**config.mk**
```make
export PLATFORM = sky130hd
export DESIGN_NAME = pow_n_pipelined
export DESIGN_NICKNAME = d
export VERILOG_FILES = /design/src/rtl/pow_n_pipelined.sv
export SDC_FILE = /design/constraint.sdc
export NUM_CORES = 1
export LEC_CHECK = 0
export CAP_MARGIN = 20
export CORE_MARGIN = 3
export CORE_UTILIZATION = 62
export DETAILED_ROUTE_END_ITERATION = 8
export PLACE_DENSITY = 0.86
export SLEW_MARGIN = 20
export SYNTH_ARGS = -nofsm -noshare
export SYNTH_HDL_FRONTEND = slang
export SYNTH_SLANG_ARGS = --single-unit
```
**constraint.sdc**
```tcl
create_clock -name clk -period 5 [get_ports clk]
set_input_delay 1 -clock clk [delete_from_list [all_inputs] [get_ports clk]]
set_output_delay 1 -clock clk [all_outputs]
set_load 0.005 [all_outputs]
```
**src/rtl/pow_n_pipelined.sv**
```systemverilog
// Pipelined n**POW mod 2**W with valid/ready output handshake and global clock enable.
// Optional overflow tracking is built when POW_N_PIPELINED_OVF_EN is defined.
module pow_n_pipelined #(
   parameter int W   = 8,
   parameter int POW = 5
) (
   input  logic         clk,
   input  logic         rst,
   input  logic         clk_en,
   input  logic         n_vld,
   output logic         n_rdy,
   input  logic [W-1:0] n,
   output logic         res_vld,
   input  logic         res_rdy,
   output logic [W-1:0] res,
   output logic         res_ovf
);

   // Handshake: n is taken on a rising edge when n_vld & n_rdy; res is taken
   // when res_vld & res_rdy & clk_en. The whole pipeline moves as one on adv.
   logic           adv;
   logic [POW-1:0] vld_q, vld_d;
   logic [W-1:0]   n_q [POW];
   logic [W-1:0]   n_d [POW];
   logic [W-1:0]   p_q [POW];
   logic [W-1:0]   p_d [POW];

   assign adv     = clk_en & (~vld_q[POW-1] | res_rdy);
   assign n_rdy   = adv;
   assign res_vld = vld_q[POW-1];
   assign res     = p_q[POW-1];

   always_comb begin
      vld_d = vld_q;
      n_d   = n_q;
      p_d   = p_q;
      if (adv) begin
         vld_d[0] = n_vld;
         n_d[0]   = n;
         p_d[0]   = n;
         for (int k = 1; k < POW; k++) begin
            vld_d[k] = vld_q[k-1];
            n_d[k]   = n_q[k-1];
            p_d[k]   = p_q[k-1] * n_q[k-1];
         end
      end
   end

   always_ff @(posedge clk or posedge rst) begin
      if (rst) begin
         vld_q <= '0;
      end else begin
         vld_q <= vld_d;
      end
   end

   // Operand and product registers carry no reset; vld qualifies them.
   always_ff @(posedge clk) begin
      n_q <= n_d;
      p_q <= p_d;
   end

`ifdef POW_N_PIPELINED_OVF_EN
   localparam int W2 = 2 * W;
   logic [POW-1:0] ovf_q, ovf_d;

   always_comb begin
      ovf_d = ovf_q;
      if (adv) begin
         ovf_d[0] = 1'b0;
         for (int k = 1; k < POW; k++) begin
            ovf_d[k] = ovf_q[k-1] |
                       (((W2'(p_q[k-1]) * W2'(n_q[k-1])) >> W) != '0);
         end
      end
   end

   always_ff @(posedge clk or posedge rst) begin
      if (rst) begin
         ovf_q <= '0;
      end else begin
         ovf_q <= ovf_d;
      end
   end

   assign res_ovf = ovf_q[POW-1];
`else
   assign res_ovf = 1'b0;
`endif

endmodule

```
* Yosys cells after proc, flatten, opt, wreduce, memory -nomap -nowiden *
Index checks and enable logic that the tools add are counted.

cells by class
  bitwise logic cells = 3
  multiply operators = 4

operators with widths
  cell                       count
  multiplier 8 x 8 -> 8 bit  4
  bitwise AND 1 bit          1
  inverter 1 bit             1
  OR 1 bit                   1

word-level totals
  bits in registers = 69
  bits of input ports = 13
  word-level logic and storage cells = 16

* Logic depth before layout (Yosys ltp) *
  depth in word-level cells = 3
  gate-level depth with buffers = 15
  depth with buffers taken out = 14

* Least setup slack after synthesis *
Ideal clock, no wire load.

  kind = reg-to-reg
  start point = reg n_q[16] in the netlist's numbering
  end point = reg p_q[15] in the netlist's numbering, data pin
  clock period less this slack = 4137 ps
  cell stages (with the launch flop) = 14
  setup slack = 863 ps
  path buffers = 1
  data arrival time = 3869 ps
  data required time = 4732 ps
  cell sequence = edfxtp_1 clkbuf_1 and2_1 fa_1 fa_1 ha_1 inv_1 fa_1 inv_1 ha_1 a21o_1 a21oi_1 xnor3_1 xnor3_1

between the ends
  word-level cells in the longest chain between the ends = 1

ends and longest elaborated chain
  element                    RTL line  source
  start, declared            23        logic [W-1:0] n_q [POW];
  start signal, assigned     59        n_q <= n_d;
  multiplier 8 x 8 -> 8 bit  44        p_d[k] = p_q[k-1] * n_q[k-1];
  end signal, assigned       60        p_q <= p_d;
  end, declared              25        logic [W-1:0] p_q [POW];

No other way between the ends.
A chain may end at the register's enable or synchronous reset.

* Worst setup path after layout *
Ends and elaborated chain as after synthesis.

==> impl_metrics.tcl <==
set metrics [dict create \
    start_util_pct 65.67 \
    muxShareOfSynthArea_pct 1.081 \
    cp_max_fo 14 \
    relSlewSlack_pct 48.38 \
    hold_path_class "reg2reg" \
    grt_pass1_vias 3280 \
    setup_viol 0 \
    crit_type "reg2reg" \
    detail-route-antenna-nets 0 \
    p_leak_nw 2.673 \
    overflow 0 \
    initialDrtViolationCount 117 \
    syn_area_per_cell_um2 11.60 \
    ctsRootBufferMaster "clkbuf_8" \
    postPlaceCellArea_mm2 0.005498 \
    worstMarginPinSlew_ns 0.7743 \
    endpoint "p_q[15]" \
    setup_tns_ns 0 \
    r2r-start "n_q[16]" \
    status "finished, final reports clean" \
    synth_edf_count 60 \
    place_hpwl_um 6508 \
    fillers 526 \
    hold_viol 0 \
    fin_skew_ns 0.01354 \
    synth.area.top_cells "edfxtp_1 35%, fa_1 16%, ha_1 15%" \
    grt_usage_pct 19.38 \
    drc 0 \
    holdBufCountCts 0 \
    clock_path_buffers 2 \
    grt_pass1_wl_um 14570 \
    clk_latency_ns 0.35 \
    yosys.area_share.simple_pct 11.08 \
    syn2layout_area_growth_pct 10.31 \
    synthTopCellsByCount "82 x inv_1, 62 x and2_1, 62 x ha_1" \
    clock-sinks 65 \
    dieArea_mm2 0.009533 \
    ff2ff_path_depth 12 \
    dieWidth_um 97.64 \
    finalCriticalPeriod_ns 4.260 \
    gp_congestion 0.8773 \
    syn-cell-area_mm2 0.005206 \
    rr_endpoint "p_q[15]" \
    cts_resized 0 \
    post_cts_buffers 0 \
    clock.fmax_mhz 234.8 \
    cp.required_ns 5.10 \
    synth-compound-area-share_pct 2.115 \
    holdPathStages 0 \
    synth-seq-area-share_pct 37.01 \
    crit_arrival_ns 4.36 \
    synthAdderAreaFrac_pct 31.05 \
    synth_cell_types 20 \
    startpoint_type "register" \
    wirelength_um 8417 \
    worst_slack_ns 0.7405 \
    diodes 0 \
    tritoncts "yes" \
    synth_top_area_share_pct 34.61 \
    ys_ff_latch 65 \
    cap_violations 0 \
    post-synth-top-area-cell "edfxtp_1" \
    syn_inst 449 \
    htreeDepth 3 \
    fp.dieH_um 97.64 \
    antenna_found_initial 0 \
    synthArstFlopShare_pct 7.692 \
    power.density_mw_per_mm2 688.1 \
    hold_ws_ns 0.4315 \
    finalNetCount 592 \
    pre_cts_ws_ns 0.7364 \
    rrSetupSlack_ns 0.74 \
    viasPerCell 5.259 \
    rsz0062_at_grt "false" \
    synth_xor_area_share_pct 10.17 \
    portBuffers 22 \
    vias 3061 \
    wl_per_cell_um 14.46 \
    startpoint "n_q[16]" \
    drive_gt1_share_pct 4.583 \
    yosys_warnings 0 \
    yosysMostFrequentCell "inv_1" \
    core_mm2 0.007928 \
    io_pins 24 \
    finalMaxSlewViolations 0 \
    first_pass_iters 4 \
    placementRows 32 \
    ir_worst_vdd_uv 280.9 \
    end_kind "register" \
    synth_top_family_by_area "adder cells" \
    grt_max_degree 61 \
    ys.flop_type "edfxtp_1" \
    fin_crit_sh_pct 85.19 \
    final_area_mm2 0.005743 \
    post-route-util_pct 72.44 \
    path_clk_slew_ns 0.08 \
    numCtsBuffers 9 \
]
-- power breakdown --
group,internal (mW),leakage [nW],switching (mW),total [mW]
clock network,0.345,0.124,0.206,0.551
registers,0.922,0.637,0.134,1.06
logic,1.25,1.91,1.09,2.34
-- cells in the final DEF, fill, tap and decap left out, types with 3 or more instances in the layout --
cell	instances
conb_1	5
and2_1	62
xor2_1	12
edfxtp_1	60
inv_1	81
fa_1	42
xnor2_1	33
mux2_2	5
nand2_1	45
ha_1	62
a21o_1	8
a21oi_1	9
clkdlybuf4s50_1	22
dfrtp_1	5
bufinv_16	3
xnor3_1	6
clkbuf_8	10
-- cell type report --
| cell class | instances | area [µm²] | area share (%) |
|---|---|---|---|
| Multi-Input combinational cell | 294 | 2908 | 50.63 |
| Sequential cell | 65 | 1927 | 33.55 |
| Inverter | 82 | 307.8 | 5.359 |
| Timing Repair Buffer | 23 | 227.7 | 3.965 |
| Clock buffer | 11 | 141.4 | 2.462 |
| Tap cell | 102 | 127.6 | 2.222 |
| Clock inverter | 5 | 103.9 | 1.808 |
-- layer usage --
metal | track usage [%] | part of all wire, %
met5 | 0 | 0
met4 | 9.798 | 3.2
met3 | 4.738 | 4.1
met2 | 34.84 | 53
met1 | 21.08 | 39
-- through the flow --
stage / total power [mW] / cells
after detailed placement: 3.440 / 566
after CTS: 4.003 / 582
after global routing: 4.311 / 582
after floorplan: 2.945 / 453
after global placement: 3.302 / 566
final: 3.952 / 582
-- kinds of logic (layout without fill, tap and decap cells) --
| kind of cell | after synthesis | after routing |
|---|---|---|
| and+or+nand+nor | 111 | 111 |
| adders and majority gates | 104 | 104 |
| buffers and inverters | 94 | 121 |
| DFF | 65 | 65 |
| xor gates and xnor gates | 51 | 51 |
| AOI/OAI and AO/OA | 18 | 18 |
| muxes | 5 | 5 |
| other | 1 | 5 |
-- critical path, cell delays in order (launching register included) --
cell and delay (ns):
edfxtp_1 0.55, and2_1 0.23, fa_1 0.45, fa_1 0.49, ha_1 0.29, inv_1 0.05, fa_1 0.53, inv_1 0.04
ha_1 0.33, a21o_1 0.18, a21oi_1 0.13, xnor3_1 0.41, xnor3_1 0.34
-- state kept, by name, summed over array words and instances (netlist names) --
signal	count
vld_q	5
res	8
p_q	28
n_q	24
-- how the worst min path moves through the flow --
stage | start | end | slack [ns]
after floorplan | p_q[39] | n_q[31] | 0.40
after global placement | p_q[39] | n_q[31] | 0.42
after detailed placement | p_q[39] | n_q[31] | 0.41
after CTS | p_q[39] | n_q[31] | 0.43
after global routing | p_q[39] | n_q[31] | 0.45
final | p_q[39] | n_q[31] | 0.43
(Power assumes the default switching activity.)
